## src/rtl/alu_pkg.sv

```systemverilog
// Shared constants for the ALU multiply/divide unit: op codes, widths, FSM encoding.
package alu_pkg;

    localparam int ALU_WIDTH = 16;
    localparam int ALU_CNT_W = 5;

    localparam logic OP_MUL = 1'b0;
    localparam logic OP_DIV = 1'b1;

    typedef logic [1:0] state_t;

    localparam state_t IDLE = 2'd0;
    localparam state_t BUSY = 2'd1;
    localparam state_t DONE = 2'd2;

    localparam logic [ALU_WIDTH-1:0] DIV0_QUOTIENT = '1;

endpackage

```

## src/rtl/muldiv_sign_fix.sv

```systemverilog
// Two's-complement conditioning for alu_muldiv: operand magnitudes before iterating,
// result negation after. Only built with ALU_MULDIV_SIGNED_EN defined.
`ifdef ALU_MULDIV_SIGNED_EN
module muldiv_sign_fix #(
    parameter int WIDTH = 16
) (
    input  logic               signed_en,
    input  logic [WIDTH-1:0]   a,
    input  logic [WIDTH-1:0]   b,
    output logic [WIDTH-1:0]   a_mag,
    output logic [WIDTH-1:0]   b_mag,
    output logic               neg_q,
    output logic               neg_r,
    input  logic               fix_neg_q,
    input  logic               fix_neg_r,
    input  logic [2*WIDTH-1:0] prod_in,
    input  logic [WIDTH-1:0]   quo_in,
    input  logic [WIDTH-1:0]   rem_in,
    output logic [2*WIDTH-1:0] prod_out,
    output logic [WIDTH-1:0]   quo_out,
    output logic [WIDTH-1:0]   rem_out
);

    logic a_neg;
    logic b_neg;

    assign a_neg = signed_en & a[WIDTH-1];
    assign b_neg = signed_en & b[WIDTH-1];

    // The most negative value maps onto itself, which the unsigned core handles correctly.
    assign a_mag = a_neg ? (~a + 1'b1) : a;
    assign b_mag = b_neg ? (~b + 1'b1) : b;

    // Product and quotient share a sign rule; the remainder follows the dividend.
    assign neg_q = a_neg ^ b_neg;
    assign neg_r = a_neg;

    assign prod_out = fix_neg_q ? (~prod_in + 1'b1) : prod_in;
    assign quo_out  = fix_neg_q ? (~quo_in + 1'b1)  : quo_in;
    assign rem_out  = fix_neg_r ? (~rem_in + 1'b1)  : rem_in;

endmodule
`endif

```

## src/rtl/alu_muldiv.sv

```systemverilog
// Multi-cycle shift-add multiplier / restoring divider, one bit per clock.
// Define ALU_MULDIV_SIGNED_EN to honour op_signed (two's-complement operands).
module alu_muldiv
    import alu_pkg::*;
#(
    parameter int WIDTH = ALU_WIDTH,
    parameter int CNT_W = ALU_CNT_W
) (
    input  logic             clk,
    input  logic             reset,
    input  logic [WIDTH-1:0] from_bus,
    input  logic             Y_in,
    input  logic             start,
    input  logic             op,
    input  logic             op_signed,
    output logic             busy,
    output logic             result_valid,
    output logic [WIDTH-1:0] result_hi,
    output logic [WIDTH-1:0] result_lo,
    output logic             div_by_zero
);

    state_t             state;
    logic [WIDTH-1:0]   opa;
    logic [WIDTH-1:0]   mcand;      // multiplicand for MUL, divisor for DIV
    logic [2*WIDTH-1:0] acc;        // MUL: {partial sum, multiplier}; DIV: low half dividend/quotient
    logic [WIDTH-1:0]   rem;
    logic [CNT_W-1:0]   count;
    logic               op_q;

    logic [2*WIDTH-1:0] acc_next;
    logic [WIDTH-1:0]   rem_next;
    logic [WIDTH:0]     mul_sum;
    logic [WIDTH:0]     div_shift;
    logic [WIDTH:0]     div_trial;

    logic [WIDTH-1:0]   a_mag;
    logic [WIDTH-1:0]   b_mag;
    logic [2*WIDTH-1:0] prod_final;
    logic [WIDTH-1:0]   quo_final;
    logic [WIDTH-1:0]   rem_final;

    logic last_iter;
    logic launch;
    logic div_zero_launch;

    assign busy         = (state == BUSY);
    assign result_valid = (state == DONE);
    assign last_iter    = (count == CNT_W'(WIDTH - 1));
    assign launch       = (state == IDLE) && start;
    assign div_zero_launch = (op == OP_DIV) && (from_bus == '0);

    // NOTE: every variable driven here gets a default first, so no path can infer a latch.
    always_comb begin
        acc_next  = acc;
        rem_next  = rem;
        mul_sum   = {1'b0, acc[2*WIDTH-1:WIDTH]} + (acc[0] ? {1'b0, mcand} : '0);
        div_shift = {rem, acc[WIDTH-1]};
        div_trial = div_shift - {1'b0, mcand};
        if (op_q == OP_MUL) begin
            acc_next = {mul_sum, acc[WIDTH-1:1]};
        end else if (!div_trial[WIDTH]) begin
            rem_next = div_trial[WIDTH-1:0];
            acc_next = {acc[2*WIDTH-1:WIDTH], acc[WIDTH-2:0], 1'b1};
        end else begin
            rem_next = div_shift[WIDTH-1:0];
            acc_next = {acc[2*WIDTH-1:WIDTH], acc[WIDTH-2:0], 1'b0};
        end
    end

`ifdef ALU_MULDIV_SIGNED_EN
    logic pre_neg_q;
    logic pre_neg_r;
    logic neg_q;
    logic neg_r;

    muldiv_sign_fix #(.WIDTH(WIDTH)) u_sign_fix (
        .signed_en (op_signed),
        .a         (opa),
        .b         (from_bus),
        .a_mag     (a_mag),
        .b_mag     (b_mag),
        .neg_q     (pre_neg_q),
        .neg_r     (pre_neg_r),
        .fix_neg_q (neg_q),
        .fix_neg_r (neg_r),
        .prod_in   (acc_next),
        .quo_in    (acc_next[WIDTH-1:0]),
        .rem_in    (rem_next),
        .prod_out  (prod_final),
        .quo_out   (quo_final),
        .rem_out   (rem_final)
    );

    always_ff @(posedge clk) begin
        if (reset) begin
            neg_q <= 1'b0;
            neg_r <= 1'b0;
        end else if (launch) begin
            neg_q <= pre_neg_q;
            neg_r <= pre_neg_r;
        end
    end
`else
    logic unused_op_signed;

    assign unused_op_signed = op_signed;
    assign a_mag      = opa;
    assign b_mag      = from_bus;
    assign prod_final = acc_next;
    assign quo_final  = acc_next[WIDTH-1:0];
    assign rem_final  = rem_next;
`endif

    // NOTE: sequential state uses non-blocking assignments so every register samples pre-edge values.
    always_ff @(posedge clk) begin
        if (reset) begin
            state       <= IDLE;
            opa         <= '0;
            mcand       <= '0;
            acc         <= '0;
            rem         <= '0;
            count       <= '0;
            op_q        <= OP_MUL;
            result_hi   <= '0;
            result_lo   <= '0;
            div_by_zero <= 1'b0;
        end else begin
            // A start in the same cycle still sees the old opa.
            if (Y_in) begin
                opa <= from_bus;
            end
            case (state)
                IDLE: begin
                    if (start) begin
                        op_q        <= op;
                        count       <= '0;
                        rem         <= '0;
                        div_by_zero <= 1'b0;
                        if (div_zero_launch) begin
                            result_lo   <= DIV0_QUOTIENT;
                            result_hi   <= opa;
                            div_by_zero <= 1'b1;
                            state       <= DONE;
                        end else begin
                            mcand <= (op == OP_MUL) ? a_mag : b_mag;
                            acc   <= {{WIDTH{1'b0}}, ((op == OP_MUL) ? b_mag : a_mag)};
                            state <= BUSY;
                        end
                    end
                end
                BUSY: begin
                    acc   <= acc_next;
                    rem   <= rem_next;
                    count <= count + 1'b1;
                    if (last_iter) begin
                        state <= DONE;
                        if (op_q == OP_MUL) begin
                            {result_hi, result_lo} <= prod_final;
                        end else begin
                            result_hi <= rem_final;
                            result_lo <= quo_final;
                        end
                    end
                end
                DONE:    state <= IDLE;
                default: state <= IDLE;
            endcase
        end
    end

endmodule

```

## config.mk

```make
export PLATFORM = sky130hd
export DESIGN_NAME = alu_muldiv
export DESIGN_NICKNAME = d
export VERILOG_FILES = /design/src/rtl/alu_pkg.sv /design/src/rtl/muldiv_sign_fix.sv /design/src/rtl/alu_muldiv.sv
export SDC_FILE = /design/constraint.sdc
export NUM_CORES = 1
export LEC_CHECK = 0
export BUFFER_PORTS_ARGS = -buffer_cell sky130_fd_sc_hd__buf_2
export CORE_ASPECT_RATIO = 1.5
export CORE_MARGIN = 10
export CORE_UTILIZATION = 60
export CTS_CLUSTER_SIZE = 10
export DETAILED_ROUTE_END_ITERATION = 16
export GPL_ROUTABILITY_DRIVEN = 0
export PLACE_DENSITY = 0.8
export RECOVER_POWER = 50
export SYNTH_ARGS = -nofsm -noshare
export SYNTH_HDL_FRONTEND = slang
export SYNTH_HIERARCHICAL = 1
export SYNTH_SLANG_ARGS = --single-unit
```

## constraint.sdc

```tcl
create_clock -name clk -period 8.1 [get_ports clk]
set_input_delay 0 -clock clk [delete_from_list [all_inputs] [get_ports clk]]
set_output_delay 0 -clock clk [all_outputs]
set_load 0.01 [all_outputs]
```

==> results of run 1 <==
==> metal layers <==
layer	wire [um]	up-vias
met5	0	-
met4	429	0
met3	1250	43
met2	10000	260
met1	8020	3090
li1	-	3181
==> path summary, 6_finish.rpt <==
check             cells after the start      from  slack [ns]           end
setup / recovery                      5     reset        3.35        acc[0]
hold / removal                        5     start        0.08   div_by_zero
setup reg to reg                      9  state[0]        4.44  result_hi[7]
hold reg to reg                       2   acc[15]        0.47       acc[15]
==> worst register-to-register path, cell delays in order (launching register included) <==
cell and delay (ns):
dfxtp_1 0.52, nand2b_1 0.12, inv_1 0.06, clkbuf_1 1.31, nand2_1 0.78, nor2_1 0.32
inv_1 0.14, nor2_1 0.12, a211o_1 0.12, a31oi_1 0.04
==> layout make-up <==
| class | count | area, um2 | share of cell area |
|---|---|---|---|
| timing repair buffer | 80 | 454 | 0.0560 |
| inverter | 30 | 113 | 0.0139 |
| tap | 150 | 188 | 0.0232 |
| sequential | 121 | 2420 | 0.299 |
| clock buffer | 25 | 495 | 0.0611 |
| multi-input combinational | 670 | 4300 | 0.530 |
| clock inverter | 7 | 138 | 0.0170 |
==> registers in the layout (all words and copies together) (netlist names) <==
signal	cells
result_hi	16
div_by_zero	1
op_q	1
count	5
acc	32
mcand	16
state	2
rem	16
result_lo	16
a_mag	16
==> logic make-up (layout without fill, tap and decap cells) <==
logic type               Yosys count  after routing
AND/OR/NAND/NOR                  340            340
AO/OA/AOI/OAI                    194            194
flip-flops                       121            121
buffers and inverters             86            142
multiplexers                      78             78
adder cells (fa/ha/maj)           36             36
XOR/XNOR                          22             22
==> cells in the final DEF (no fill, tap or decap), types with 4 or more instances in the layout <==
cell type	instances
ha_1	34
inv_1	30
clkbuf_1	41
o31ai_1	6
a221oi_1	5
o21ai_0	34
mux2i_1	70
xnor2_1	16
xor2_1	5
nor2_1	132
clkbuf_16	17
a32o_1	4
nand3b_1	4
nand3_1	27
nand2_1	101
and2_1	18
a21oi_1	48
a31oi_1	8
clkbuf_8	4
a21o_1	6
a22oi_1	15
o21a_1	5
nor2b_1	9
buf_4	6
nor3_1	24
mux2_2	7
dfxtp_1	120
a211oi_1	27
buf_2	20
dlygate4sd3_1	17
o211ai_1	5
nor4_1	5
bufinv_16	4
==> report_power, final <==
part	switching (uW)	internal, uW	leakage [uW]
registers	27.1	617	0.000985
logic	130	88.0	0.00193
clock network	266	546	0.000307
total	423	1250	0.00322
==> per-stage QoR <==
| step | worst slack (ns) | cell area, um2 |
|---|---|---|
| 3_5_place_dp | 4.59 | 7360 |
| 2_1_floorplan | 5.17 | 7130 |
| 4_1_cts | 4.58 | 8160 |
| 5_1_grt | 3.08 | 8110 |
| 6_report | 3.35 | 8110 |
| 3_3_place_gp | 4.61 | 7360 |
==> metrics.txt, run 1 <==
vias in the first global route=6,564; max cap viols=2; mux cell area share after synthesis=0.111; minimum clock period=roughly 4.7 ns; crit end category=flip-flop; Layout Utilization=0.699; crit path max-delay cell type=clkbuf_1; Slew HR=-1.85; Horiz. Die Dim=109 um; crit start category=primary input; register area share after synthesis=0.340; Finish-stage setup viols=0; final wirelength=around 20,000 um; gr busiest metal=met2; largest family of logic cells by synthesized area=simple AND/OR/NAND/NOR gates; number of synthesized flops with an enable pin=0; area of the core=between 0.01 and 0.015 mm2; adder-cell share of the synthesized area=0.0653; Yosys reg bits=about 120; CTS Buf Count=17; Post-CTS Hold Fix Bufs=17; worst slew pin tran=4.27 ns; most frequent cells after synthesis=132 x nor2_1, 121 x dfxtp_1, 101 x nand2_1; fmax=0.211 GHz; total negative slack=0 ns; pin count of the biggest net entering global routing=96; syn_area_per_cell=just over 8 um2; crit-path max FO=95; initial antenna violation count=0; Critical Path, Cell by Cell=dlygate4sd3_1, clkbuf_1, clkbuf_1, nand3b_1, o41ai_1; distinct cell type count after synthesis=72; fin. max-slew vios=135; critical path arrival=about 4.9 ns; Power Total=1670 uW; final hold vios=0; RSZ-0062 raised after global routing=false; top cell type's share of synthesized area=0.340; Vias=6,574; CP Class=primary input to flip-flop; PortBufs=55; Avg WL per Cell=18.2 um; Detail Route Antenna Nets=0; IO Count=57; Initial Util=0.615; ys flop type=dfxtp_1; Synth Instances=877; Synth Cell Area=0.00713 mm2; violated checks=DRC, capacitance limit, slew limit; remaining global-route overflow=0; Clock Root Buffer=clkbuf_16; Die Area=0.0167 mm2; row cnt=48; Crit path required time=approximately 8 ns; CTS tree=done; GRT Util Overall=0.238; Placed Instances=1,034; Initial DRT Pass Iterations=11; simple-gate share of the synthesized area=0.212; CTS H-tree depth=4; Synth Area in Compound Gates=0.185; fin nets=between 900 and 1,000; M2 GR Usage=0.409; Longest Clk Path Bufs=2; top cells by area, synth=dfxtp_1 34%, mux2i_1 9.8%, nor2_1 6.9%; outcome=complete, but fails checks; Leak=0.00322 uW; post-CTS sizing=0; dominant cell by count in the synthesized netlist=nor2_1; XOR/XNOR Fraction of Synth Area=0.0281; Top delay family on crit path=buffers and inverters; Inserted Diodes=0; M1 GR Usage=0.282; DRC viols=1; FFs w/ async S/R, synth=0; CP Buf/Inv Count=3; Syn Nets=935; Layout area overhead=13.6%; Synth Warn #=6; clock sink count=121; area leader, netlist=dfxtp_1; Clk Latency, worst-skew pair=about 0.42 ns; first-pass GRT wire length=between 30,000 and 40,000 um; die height=154 um; GR Layer Usage met3=0.0464; Via density=between 6 and 7; final period utilization=0.586; pwr dens=206 mW/mm2; post-DP HPWL=13,300 um; Largest stage delay, worst path=between 3 and 4 ns; Clock Skew=0.00593 ns; ratio of cells with drive above 1 in the final layout=0.0879; postcts setup bufs=0; initial drt markers=roughly 410; Fin Hold WS=approximately 0.076 ns; final cell count without fillers=1,083; Reg clk slew, reported paths=about 0.050 ns; Filler Cells Inserted=936; cell mode on critical path=clkbuf_1; Max VDD drop=0.000181 V; Worst Hold Class=primary input to flip-flop
(Power assumes the default switching activity.)
==> run 2: changes to the inputs <==
==> constraint.sdc (replaced) <==
create_clock -name clk -period 4.8 [get_ports clk]
set_input_delay 0 -clock clk [delete_from_list [all_inputs] [get_ports clk]]
set_output_delay 0 -clock clk [all_outputs]
set_load 0.01 [all_outputs]
==> metrics.txt, run 2 (synthesis results as in run 1) <==
outcome=complete, but fails checks; violated checks=capacitance limit, slew limit; Crit path required time=4.96 ns; Initial Util=0.615; GR Layer Usage met3=0.0464; Internal Dissipation=1980 uW; final period utilization=0.787; DRC viols=0; Combinational Power Share=0.140; Finish-stage setup viols=0; worst slew pin tran=3.68 ns; Worst Hold Class=primary input to flip-flop; initial antenna violation count=0; pwr dens=around 330 mW/mm2; Inserted Diodes=0; Largest register FFs=32; crit path max-delay cell type=clkbuf_1; sw frac=0.266; crit end category=flip-flop; fmax=0.265 GHz; post-route cell area=0.00805 mm2; IO Count=57; dpl cell area=approximately 0.0074 mm2; total negative slack=0 ns; M2 GR Usage=0.391; Critical Path, Cell by Cell=dlygate4sd3_1, buf_4, clkbuf_1, nand3b_1, o41ai_1; vias in the first global route=approximately 6,500; hold_sp=start; post-CTS sizing=0; Clock Skew=0.00982 ns; gr busiest metal=met2; Vias=6,666; most common cell after layout, fill and taps aside=nor2_1; final hold vios=0; row cnt=48; critical path arrival=approximately 4 ns; Max VDD drop=roughly 0.00028 V; initial drt markers=501; Clock Root Buffer=clkbuf_16; Horiz. Die Dim=109 um; PortBufs=55; Detail Route Antenna Nets=0; Avg WL per Cell=17.9 um; fin. max-slew vios=118; Slew HR=-1.45; crit-path max FO=84; M1 GR Usage=0.275; GRT Util Overall=0.230; ratio of cells with drive above 1 in the final layout=0.0899; first-pass GRT wire length=between 30,000 and 40,000 um; Reg2Reg Setup Slack=1.26 ns; max cap viols=2; Power Total=2690 uW; Leak=0.00320 uW; CTS tree=done; Largest stage delay, worst path=2.62 ns; Reg clk slew, reported paths=0.05 ns; r2r endpoint=result_hi[15]; crit start category=primary input; Hold Path Cell Cnt=5; RSZ-0062 raised after global routing=false; reg-to-reg critical path startpoint=acc[15]; Via density=6.15; Fin Hold WS=~0.087 ns; pin count of the biggest net entering global routing=85; fin nets=979; die height=between 150 and 200 um; clock sink count=121; Longest Clk Path Bufs=2; postcts setup bufs=0; CP Class=primary input to flip-flop; remaining global-route overflow=0; final wirelength=19,400 um; sequential power share=0.401; sw power=approximately 710 uW; area of the core=0.0116 mm2; Filler Cells Inserted=~960; hold endpoint=op_q; Largest Register=acc; Layout area overhead=12.9%; post-DP HPWL=around 13,000 um; minimum clock period=about 3.8 ns; Die Area=0.0167 mm2; Initial DRT Pass Iterations=5; r2r worst-path depth=12; CTS Buf Count=17; Clk Latency, worst-skew pair=~0.41 ns; most frequent cells in the layout=132 x nor2_1, 120 x dfxtp_1, 101 x nand2_1, 70 x mux2i_1, 48 x a21oi_1; CTS H-tree depth=4; clock power share=0.459
==> run 2: cell count changes in the layout (fill, tap and decap cells not counted), sizes merged <==
cell | before | now
buf | 26 | 28
bufinv | 4 | 2
clkbuf | 62 | 59
clkinv | 2 | 6
==> run 2: what timing repair did <==
action / CTS / global route
endpoints found under the hold margin: 32 / 0
hold buffers: 17 / 0
endpoints found under the setup margin: 0 / 0
==> run 2: area by class of cell <==
type                       instances  area [um2]  area share
tap                              150         188      0.0233
timing repair buffer              81         465      0.0578
clock inverter                     9        97.6      0.0121
sequential                       121        2420       0.301
multi-input combinational        670        4300       0.534
clock buffer                      23         468      0.0581
inverter                          30         113      0.0140
==> run 2: power by group through the flow <==
stage	Combinational [uW]	Clock, uW	Sequential [uW]
2_1_floorplan	287	0	1080
3_3_place_gp	349	0	1090
3_5_place_dp	354	0	1100
4_1_cts	370	1240	1080
5_1_grt	412	1270	1080
6_report	377	1240	1080
==> run 2: stage by stage <==
stage               utilization  worst slack (ns)  instances
finish                    0.695              1.02       1084
floorplan                     -              1.87        877
global placement          0.635              1.38       1035
CTS                       0.699              1.28       1084
global route              0.695             0.783       1084
detailed placement        0.635              1.32       1035
==> run 2: layer usage <==
layer	vias up	routed length, um
met4	0	431
li1	3187	-
met5	-	0
met2	254	9780
met3	44	1200
met1	3181	7970
==> run 2: critical path: cells and delay by family <==
kind | cells | cell delay [ns]
AOI/OAI and AO/OA | 1 | 0.08
buffers and inverters | 3 | 3.48
and+or+nand+nor | 1 | 0.29
==> run 2: worst max path at each step <==
stage          startpoint             to  cells after the start
2_1_floorplan     acc[15]        rem[10]                     12
3_3_place_gp      acc[15]  result_hi[15]                     12
3_5_place_dp      acc[15]  result_hi[15]                     12
4_1_cts           acc[15]  result_hi[15]                     12
5_1_grt             reset        acc[28]                      5
6_report            reset         acc[0]                      5
==> run 3: changes to the inputs <==
==> constraint.sdc (replaced) <==
create_clock -name clk -period 3.9 [get_ports clk]
set_input_delay 0 -clock clk [delete_from_list [all_inputs] [get_ports clk]]
set_output_delay 0 -clock clk [all_outputs]
set_load 0.01 [all_outputs]
==> metrics.txt, run 3 (synthesis results as in run 1) <==
outcome=complete, but fails checks; violated checks=capacitance limit, slew limit; ratio of cells with drive above 1 in the final layout=0.0897; Leak=0.00320 uW; Vias=roughly 6,600; vias in the first global route=6,553; final period utilization=0.882; sw power=879 uW; pwr dens=a little over 400 mW/mm2; Horiz. Die Dim=between 100 and 150 um; Max VDD drop=between 0.0004 and 0.0005 V; Largest register FFs=32; Inserted Diodes=0; area of the core=0.0116 mm2; Combinational Power Share=0.139; PortBufs=55; Finish-stage setup viols=0; critical path arrival=3.58 ns; cell mode on critical path=inv_1; post-CTS sizing=0; Clk Latency, worst-skew pair=0.42 ns; most frequent cells in the layout=132 x nor2_1, 120 x dfxtp_1, 101 x nand2_1, 70 x mux2i_1, 48 x a21oi_1; DRC viols=0; worst slew pin tran=2.53 ns; row cnt=48; die height=154 um; crit path max-delay cell type=fa_1; Detail Route Antenna Nets=0; Post-Place Setup Slack=between 0.5 and 0.6 ns; RSZ-0062 raised after global routing=false; Die Area=0.0167 mm2; Clock Root Buffer=clkbuf_16; crit-path max FO=24; total negative slack=0 ns; clock power share=0.453; Clock Skew=0.00940 ns; CP Class=flip-flop to flip-flop; initial antenna violation count=0; CTS H-tree depth=4; first-pass GRT wire length=about 32,000 um; crit start category=flip-flop; Longest Clk Path Bufs=2; Critical Path, Cell by Cell=inv_1, ha_1, inv_1, fa_1, a211oi_1, o21ai_0, a32oi_1, a311oi_2, xor2_2, buf_12, mux2_2, nand2_1, a221oi_1; Largest stage delay, worst path=between 0.4 and 0.5 ns; sw frac=0.268; IO Count=57; Largest Register=acc; pin count of the biggest net entering global routing=54; Initial Util=0.615; fmax=0.291 GHz; Initial DRT Pass Iterations=5; CTS tree=done; minimum clock period=3.44 ns; Reg clk slew, reported paths=0.05 ns; final hold vios=0; Avg WL per Cell=roughly 18 um; GRT Util Overall=0.235; fin. max-slew vios=130; sequential power share=0.408; setup ws final=0.459 ns; Worst Hold Class=primary input to flip-flop; final wirelength=19,500 um; fin nets=982; crit end category=flip-flop; Layout area overhead=12.9%; max cap viols=3; remaining global-route overflow=0; post-DP HPWL=13,200 um; clock sink count=about 120; Power Total=3280 uW; Crit path required time=4.04 ns; Internal Dissipation=around 2400 uW; Via density=6.05; most common cell after layout, fill and taps aside=nor2_1; CTS Buf Count=17; initial drt markers=399; Slew HR=-0.687
[run 3: metrics by stage]
| stage | util | instances | cell area (um2) | hold WS (ns) |
|---|---|---|---|---|
| floorplan | - | 877 | 7130 | 0.147 |
| global placement | 0.639 | 1039 | 7410 | 0.278 |
| detailed placement | 0.639 | 1039 | 7410 | 0.292 |
| CTS | 0.701 | 1086 | 8130 | 0.0589 |
| global route | 0.695 | 1086 | 8060 | 0.132 |
| finish | 0.695 | 1086 | 8060 | 0.0777 |
[run 3: what timing repair did]
action / 4_1_cts / 5_1_grt
hold endpoints to repair: 30 / 0
buffers inserted: 0 / 0
hold buffers: 16 / 0
setup endpoints to repair: 0 / 0
[run 3: final timing paths]
check | start | endpoint | slack (ns) | cells after the start
worst min register to register | acc[15] | acc[15] | 0.46 | 2
worst max-delay path | acc[15] | result_hi[8] | 0.46 | 13
worst min-delay path | start | div_by_zero | 0.08 | 5
worst max register to register | acc[15] | result_hi[8] | 0.46 | 13
[run 3: power groups by stage]
stage | Sequential, uW | Combinational [uW] | Clock, uW
after floorplan | 1330 | 353 | 0
after global placement | 1360 | 425 | 0
after detailed placement | 1360 | 432 | 0
after CTS | 1340 | 451 | 1490
after global routing | 1340 | 503 | 1540
final | 1340 | 456 | 1480
[run 3: per-layer routing]
layer	track usage	up-vias	wire length, um
li1	-	3200	-
met1	0.272	3091	7860
met2	0.401	240	9800
met3	0.0531	42	1310
met4	0.0951	0	493
met5	0	-	0
[run 3: final cells by class]
class	instances	area, um2
clock buffers	23	488
clock inverters	8	70.1
fillers	933	3530
inverters	30	113
multi-input cells	670	4290
flip-flops and latches	121	2420
well taps	150	188
repair buffers	84	485
[run 3: critical path, delay by kind of cell, from the launching register on]
kind / cells / cell delay, ns
AND/OR/NAND/NOR: 1 / 0.10
flip-flops: 1 / 0.30
XOR/XNOR: 1 / 0.20
buffers and inverters: 3 / 0.40
adder cells (fa/ha/maj): 2 / 0.67
multiplexers: 1 / 0.35
AO/OA/AOI/OAI: 5 / 1.13
